**config.mk**
```make
export PLATFORM = sky130hd
export DESIGN_NAME = hdmi_cfg_sched
export DESIGN_NICKNAME = d
export VERILOG_FILES = /design/src/rtl/hdmi_cfg_sched.sv
export SDC_FILE = /design/constraint.sdc
export NUM_CORES = 1
export LEC_CHECK = 0
export ABC_AREA = 0
export BUFFER_PORTS_ARGS = -buffer_cell sky130_fd_sc_hd__buf_2
export CORE_MARGIN = 4
export CORE_UTILIZATION = 33
export DETAILED_ROUTE_END_ITERATION = 8
export GPL_TIMING_DRIVEN = 1
export MAX_ROUTING_LAYER = met4
export SYNTH_ARGS = -nofsm -noshare
export SYNTH_HDL_FRONTEND = slang
export SYNTH_SLANG_ARGS = --single-unit
```
**constraint.sdc**
```tcl
create_clock -name clk -period 1.9 [get_ports clk]
set_input_delay 0.095 -clock clk [delete_from_list [all_inputs] [get_ports clk]]
set_output_delay 0.095 -clock clk [all_outputs]
set_load 0.01 [all_outputs]
```
**src/rtl/hdmi_cfg_sched.sv**
```systemverilog
// HDMI transmitter config scheduler: startup delay, debounced hot-plug, ten-entry ADV7511 init table, then single-client register writes.
// i2c_valid is registered (+1 cycle after INIT entry or write accept); one transaction in flight, held until i2c_ready; writes are not queued.
module hdmi_cfg_sched #(
  parameter int STARTUP_CYCLES = 50_000_000,
  parameter int HPD_DEBOUNCE   = 1024
) (
  input  logic       clk,
  input  logic       reset_n,
  input  logic       hpd,
  input  logic       wr_valid,
  input  logic [7:0] wr_addr,
  input  logic [7:0] wr_data,
  output logic       wr_ready,
  output logic       i2c_valid,
  output logic [7:0] i2c_addr,
  output logic [7:0] i2c_data,
  input  logic       i2c_ready,
  output logic       cfg_done,
  output logic       busy
);

  localparam int DB_W = (HPD_DEBOUNCE > 1) ? $clog2(HPD_DEBOUNCE) : 1;
  localparam int SU_W = (STARTUP_CYCLES > 1) ? $clog2(STARTUP_CYCLES) : 1;
  localparam logic [DB_W-1:0] DB_LAST  = DB_W'(HPD_DEBOUNCE - 1);
  localparam logic [SU_W-1:0] SU_LAST  = SU_W'(STARTUP_CYCLES - 1);
  localparam logic [3:0]      LAST_IDX = 4'd9;

  typedef enum logic [1:0] {S_STARTUP, S_HPD_WAIT, S_INIT, S_RUN} state_t;

  state_t          state;
  logic [SU_W-1:0] su_cnt;
  logic [3:0]      idx;
  logic            hpd_s1, hpd_s2, hpd_db;
  logic [DB_W-1:0] db_cnt;
  logic            db_flip, hpd_up, hpd_fall;

  function automatic logic [15:0] init_entry(input logic [3:0] i);
    case (i)
      4'd0:    init_entry = 16'h9803;
      4'd1:    init_entry = 16'h9AE0;
      4'd2:    init_entry = 16'h9C30;
      4'd3:    init_entry = 16'h9D61;
      4'd4:    init_entry = 16'hA2A4;
      4'd5:    init_entry = 16'hA3A4;
      4'd6:    init_entry = 16'hE0D0;
      4'd7:    init_entry = 16'hF900;
      4'd8:    init_entry = 16'h1500;
      4'd9:    init_entry = 16'h1630;
      default: init_entry = 16'h0000;
    endcase
  endfunction

  // hpd_up is the level hpd_db takes at this edge, so a drop stops new
  // issues and clears cfg_done in the same cycle hpd_db falls.
  assign db_flip  = (hpd_s2 != hpd_db) && (db_cnt == DB_LAST);
  assign hpd_up   = db_flip ? hpd_s2 : hpd_db;
  assign hpd_fall = db_flip && hpd_db;
  assign busy     = i2c_valid;

  always_ff @(posedge clk or negedge reset_n) begin
    if (!reset_n) begin
      hpd_s1 <= 1'b0;
      hpd_s2 <= 1'b0;
      hpd_db <= 1'b0;
      db_cnt <= '0;
    end else begin
      hpd_s1 <= hpd;
      hpd_s2 <= hpd_s1;
      if (hpd_s2 == hpd_db) begin
        db_cnt <= '0;
      end else if (db_flip) begin
        hpd_db <= hpd_s2;
        db_cnt <= '0;
      end else begin
        db_cnt <= db_cnt + 1'b1;
      end
    end
  end

  always_ff @(posedge clk or negedge reset_n) begin
    if (!reset_n) begin
      state     <= S_STARTUP;
      su_cnt    <= '0;
      idx       <= '0;
      i2c_valid <= 1'b0;
      i2c_addr  <= 8'h00;
      i2c_data  <= 8'h00;
      wr_ready  <= 1'b0;
      cfg_done  <= 1'b0;
    end else begin
      wr_ready <= 1'b0;
      if (hpd_fall) cfg_done <= 1'b0;
      case (state)
        S_STARTUP: begin
          if (su_cnt == SU_LAST) begin
            idx   <= '0;
            state <= hpd_db ? S_INIT : S_HPD_WAIT;
          end else begin
            su_cnt <= su_cnt + 1'b1;
          end
        end
        S_HPD_WAIT: begin
          if (hpd_db) begin
            idx   <= '0;
            state <= S_INIT;
          end
        end
        S_INIT: begin
          if (i2c_valid) begin
            if (i2c_ready) begin
              i2c_valid <= 1'b0;
              if (!hpd_up) begin
                state <= S_HPD_WAIT;
              end else if (idx == LAST_IDX) begin
                cfg_done <= 1'b1;
                state    <= S_RUN;
              end else begin
                idx <= idx + 1'b1;
              end
            end
          end else if (!hpd_up) begin
            state <= S_HPD_WAIT;
          end else begin
            i2c_valid            <= 1'b1;
            {i2c_addr, i2c_data} <= init_entry(idx);
          end
        end
        S_RUN: begin
          if (i2c_valid) begin
            if (i2c_ready) begin
              i2c_valid <= 1'b0;
              wr_ready  <= 1'b1;
              if (!hpd_up) state <= S_HPD_WAIT;
            end
          end else if (!hpd_up) begin
            state <= S_HPD_WAIT;
          end else if (wr_valid) begin
            i2c_valid <= 1'b1;
            i2c_addr  <= wr_addr;
            i2c_data  <= wr_data;
          end
        end
        default: state <= S_STARTUP;
      endcase
    end
  end

endmodule

```
==> results of run 1 <==
## worst paths after layout
check | startpoint | to | slack (ns)
setup reg to reg | db_cnt[0] | i2c_data[0] | 0.09
min in group asynchronous | reset_n | su_cnt[21] | 0.30
hold / removal | wr_addr[2] | i2c_addr[2] | 0.06
hold reg to reg | hpd_s1 | hpd_s2 | 0.35
max in group asynchronous | reset_n | i2c_addr[6] | 0.97
setup / recovery | db_cnt[0] | i2c_data[0] | 0.09
## stage by stage
step	cells	hold WS (ns)	TNS, ns
after floorplan	324	-0.201	0
after global placement	500	0.126	0
after detailed placement	500	0.127	0
after CTS	519	0.0331	0
after global routing	519	0.0682	-0.0722
final	519	0.0556	0
## per-layer routing
layer  vias to the layer above  track usage (%)  routed length [µm]
li1                       1252                -                   -
met1                      1195             17.1                3240
met2                        50             19.4                2990
met3                         9             2.13                 282
met4                         0             7.31                 116
met5                         -                -                   0
## where the power goes
part           switching [mW]  internal, mW
combinational          0.0446        0.0320
sequential            0.00631          1.37
clock                   0.521          1.04
## logic make-up after synthesis
family	share of synthesized area [%]
buffers and inverters	3.81
AOI/OAI and AO/OA	11.3
DFF	50.3
muxes	1.33
and+or+nand+nor	20.5
adders and majority gates	3.14
xor gates and xnor gates	9.62
## flip-flops by register name, indices dropped and copies added, names as in the netlist
signal    count
hpd_s2        1
busy          1
hpd_db        1
i2c_addr      8
i2c_data      8
su_cnt       26
wr_ready      1
cfg_done      1
idx           4
db_cnt       10
state         2
hpd_s1        1
## area by class of cell
class | count | share of cell area (%)
Multi-Input combinational cell | 232 | 37.1
Clock inverter | 5 | 3.19
Timing Repair Buffer | 65 | 10.8
Inverter | 13 | 1.22
Sequential cell | 64 | 40.1
Tap cell | 129 | 4.04
Clock buffer | 11 | 3.54
## worst max-delay path: stages (launching register included)
cell and delay, ns:
dfrtp_1 0.41, ha_1 0.22, and4_1 0.18, and4_1 0.24
o211ai_1 0.31, buf_12 0.21, o21ai_0 0.11
## timing repair
action,4_1_cts,5_1_grt
setup endpoints to repair,0,9
resized for setup,0,4
hold buffers,3,0
endpoints found under the hold margin,24,0
## cell usage in the layout, fill, tap and decap left out, types with 10 or more instances in the layout
master    instances
xnor2_1          16
buf_4            19
buf_2            40
a21oi_1          11
inv_1            13
xor2_1           19
nand2_1          42
dfrtp_1          64
nor2_1           25
clkbuf_8         10
o21ai_0          24
nand3_1          13
==> qor.txt, run 1 <==
Cells after Synth = 324
Sink Count = 64
Final WS setup = 0.0870 ns
global route overflow = 0
CP arrival = 2.02 ns
WL per Instance = 12.8 µm
register area = 1600 µm²
endpoints failing hold = 0
final setup fails = 0
Clk Latency, worst-skew pair = 0.33 ns
Slew Limit Fails = 0
largest net degree at the start of global routing = 34
maximum VDD drop = 297 µV
Placer Congestion = 0.822
Die Span X = 106 µm
cell with the most instances after synthesis = dfrtp_1
Detailed Route Iter0 Violations = 72
cell area after synthesis = 3190 µm²
clk_skew = 0.0108 ns
Mean Syn Cell Area = 9.84 µm²
hold depth = 3
Avg Vias per Cell = 4.83
CTS Buf Count = 9
Unique masters post-synth = 48
clk buf depth = 2
Top FF cell, synth = dfrtp_1
io pins = 41
Leak = 1.93 nW
CP Max Fanout = 33
starting density of the core = 34.2%
antenna violations before repair = 0
Setup Buffers After CTS = 0
Max-slew headroom = 61.7%
die height = 106 µm
status = completed
core area = 9330 µm²
first-pass GRT wire length = 11800 µm
pwr dens = 754 nW/µm²
row cnt = 35
share of layout cells above drive strength 1 = 22.3%
FMAX = 552 MHz
Cell Area, Placed = 3680 µm²
Synth area leaders = dfrtp_1 (50%), xor2_1 (5.2%), nand2_1 (4.9%), xnor2_1 (4.4%), o21ai_0 (3.8%)
vias in the first global route = 2473
residual DRC count = 0
CP Launch Type = flop
H-tree levels = 3
commonest cells in the netlist = dfrtp_1 (64), nand2_1 (42), nor2_1 (26)
Layout area overhead = 25.4%
period utilization = 95.4%
Final Util = 42.8%
Async SR Flop Fraction = 100%
Reg clk slew, reported paths = 0.08 ns
Post-DRT Antenna Nets = 0
die area = 11300 µm²
Place WS = 0.0586 ns
Worst Tran Pin Value = 0.575 ns
RSZ-0062 raised after global routing = true
EDFF count, synth = 0
FF+latch count, synth = 64
Setup crit end kind = flop
Vias = 2506
YS warnings = 0
R2R cell count = 6
Tmin final = 1.81 ns
max_cap viols = 0
TritonRoute pass-1 iters = 4
Detail Placement HPWL = 4890 µm
CTS tree = built
Tot GR Track Use = 13.1%
Diodes inserted = 0
final instance area = 4000 µm²
Synth area leader = dfrtp_1
filler cell count = 929
Net count, final = 414
root buffer cell = clkbuf_8
Multi-input gate area = 1480 µm²
critical path class = reg2reg
DRT Wirelength = 6630 µm
Port Buffers = 40
Syn Nets = 353
Hold Path Class = in2reg
Worst Path Required = 2.11 ns
Power, Total = 3.01 mW
top cell type's share of synthesized area = 50.3%
sequential share of the synthesized area = 50.3%
Note: power is estimated with default switching activity, not from simulation.
==> inputs of run 2 (changes only) <==
--- a/config.mk
+++ b/config.mk
@@ -7,6 +7,7 @@
 export LEC_CHECK = 0
 export ABC_AREA = 0
 export BUFFER_PORTS_ARGS = -buffer_cell sky130_fd_sc_hd__buf_2
+export CORE_ASPECT_RATIO = 0.5
 export CORE_MARGIN = 4
 export CORE_UTILIZATION = 33
 export DETAILED_ROUTE_END_ITERATION = 8
==> run 2 against run 1 <==
Largest power group unchanged. Critical endpoint is now su_cnt[15]. Highest routed layer unchanged. Final cell count grew 1.5%. Clock power grew 3%. Sequential share of layout area decreased by 0.32 points. Sequential cell count stayed put. Global-route usage is 0.073 points higher. Sequential power about the same. Clock-buffer cell count rose by 1.
==> qor.txt, run 2 (synthesis results as in run 1) <==
status = completed
filler cell count = 945 (+1.7%)
CTS tree = built
Max-slew headroom = 62.7% (+0.98 points)
Non-Filler Instances = 527 (+1.5%)
die height = 77.5 µm (-27%)
RSZ-0062 raised after global routing = false
largest net degree at the start of global routing = 31 (-8.8%)
starting density of the core = 33.8% (-0.32 points)
Avg Vias per Cell = 4.73 (-2.0%)
critical path class = reg2reg
Cell Area, Placed = 3680 µm² (about the same)
Layout area overhead = 26.4%
maximum VDD drop = 378 µV (+27%)
Die Span X = 147 µm (+38%)
max FFs per register = 26 (unchanged)
endpoints failing hold = 0 (unchanged)
final instance area = 4030 µm² (+0.81%)
cell mode on critical path = buf_4
antenna violations before repair = 0 (unchanged)
H-tree levels = 3 (unchanged)
residual DRC count = 0 (unchanged)
CP cell instances = nor4b_1 -> nand2_1 -> nor3_1 -> buf_4 -> buf_4 -> nor4_2 -> xor2_1
CP Max Fanout = 7 (-79%)
Vias = 2493 (-0.52%)
root buffer cell = clkbuf_16
top flop regs = su_cnt: 26 flops, db_cnt: 10 flops
final setup fails = 0 (unchanged)
Port Buffers = 40 (unchanged)
Worst Path Required = 2.10 ns (about the same)
Tot GR Track Use = 13.1% (+0.073 points)
buffers and inverters on the worst path = 2 (+1)
first-pass GRT wire length = 11800 µm (about the same)
Net count, final = 417 (+0.72%)
commonest non-fill, non-tap cell in the layout = dfrtp_1
Reg clk slew, reported paths = 0.05 ns (-0.03 ns)
io pins = 41 (unchanged)
pwr dens = 758 nW/µm² (+0.52%)
Sink Count = 64 (unchanged)
Detail Placement HPWL = 4920 µm (+0.63%)
Hold Path Class = in2reg
FMAX = 558 MHz (+1.1%)
core area = 9420 µm² (+0.94%)
vias in the first global route = 2453 (-0.81%)
Power, Total = 3.05 mW (+1.3%)
slowest CP cell = dfrtp_1
Reg with most FFs = su_cnt
clk buf depth = 2 (unchanged)
row cnt = 25 (-29%)
slowest stage delay, CP = 0.43 ns (+0.02 ns)
Detailed Route Iter0 Violations = 111 (+54%)
WL per Instance = 12.6 µm (-1.3%)
Placer Congestion = 0.800 (-2.7%)
DRT Wirelength = 6640 µm (+0.21%)
global route overflow = 0 (unchanged)
Leak = 1.94 nW (+0.88%)
die area = 11400 µm² (+0.84%)
TritonRoute pass-1 iters = 4 (unchanged)
Diodes inserted = 0 (unchanged)
Tmin final = 1.79 ns (-0.0198 ns)
max_cap viols = 0 (unchanged)
placed insts = 508 (+1.6%)
Post-DRT Antenna Nets = 0 (unchanged)
clk_skew = 0.00587 ns (-0.00496 ns)
Setup crit end kind = flop
most frequent cells in the layout = dfrtp_1 (64), nand2_1 (42), buf_2 (40)
Worst Tran Pin Value = 0.560 ns (-0.0147 ns)
share of layout cells above drive strength 1 = 22.4% (+0.14 points)
setup TNS = 0 ns (unchanged)
CTS Buf Count = 9 (unchanged)
CP arrival = 1.99 ns (-0.03 ns)
period utilization = 94.4% (-1.0 points)
Clk Latency, worst-skew pair = 0.33 ns (about the same)
Top delay family on crit path = simple AND/OR/NAND/NOR gates
Slew Limit Fails = 0 (unchanged)
Final Util = 42.8% (-0.053 points)
CP Launch Type = flop
-- run 2: cell count changes in the layout (fill, tap and decap cells not counted), moves of 2 or more --
cell       before  now
and4_1          7    5
and4_4          0    2
buf_12          3    1
buf_4          19   22
buf_6           0    2
bufinv_16       4    1
clkbuf_16       0    9
clkbuf_8       10    1
-- run 2: metal layers --
| metal | global-route usage [%] | share of wire [%] | vias up |
|---|---|---|---|
| met5 | - | 0 | - |
| met4 | 5.30 | 1.9 | 0 |
| met3 | 4.32 | 4.7 | 8 |
| met2 | 18.1 | 41 | 36 |
| met1 | 17.8 | 52 | 1189 |
| li1 | - | - | 1260 |
-- run 2: timing repair --
action                                 in CTS  in global routing
setup buffers                               0                  1
resized for setup                           0                  7
endpoints found under the hold margin      24                  0
hold buffers                                3                  0
setup endpoints to repair                   0                 22
-- run 2: path summary, 6_finish.rpt --
kind / start / end / slack, ns / depth (start not counted)
worst max-delay path: su_cnt[9] / su_cnt[15] / 0.11 / 7
worst max register to register: su_cnt[9] / su_cnt[15] / 0.11 / 7
max in group asynchronous: reset_n / db_cnt[3] / 1.01 / 3
min in group asynchronous: reset_n / su_cnt[19] / 0.29 / 2
worst min register to register: hpd_s1 / hpd_s2 / 0.36 / 0
worst min-delay path: i2c_ready / wr_ready / 0.04 / 3
-- run 2: power breakdown --
| group | switching (mW) | internal, mW |
|---|---|---|
| Combinational | 0.0432 | 0.0320 |
| Clock | 0.560 | 1.04 |
| Sequential | 0.00664 | 1.37 |
| Total | 0.610 | 2.44 |
-- run 2: metrics by stage --
stage	setup WS [ns]	hold WS, ns
2_1_floorplan	0.0474	-0.201
5_1_grt	0.00662	0.0487
3_3_place_gp	0.0794	0.121
3_5_place_dp	0.0275	0.120
6_report	0.107	0.0443
4_1_cts	0.0143	0.0262
-- run 2: final cells by class --
type | count | area (µm²) | share of cell area (%)
tap | 135 | 169 | 4.19
timing repair buffer | 68 | 438 | 10.9
clock buffer | 12 | 246 | 6.12
inverter | 13 | 48.8 | 1.21
clock inverter | 3 | 42.5 | 1.06
sequential | 64 | 1600 | 39.8
multi-input combinational | 232 | 1480 | 36.8
-- run 2: worst min-delay path, delay by kind of cell --
family / cells / cell delay (ns)
and+or+nand+nor: 2 / 0.12
buffers and inverters: 1 / 0.12
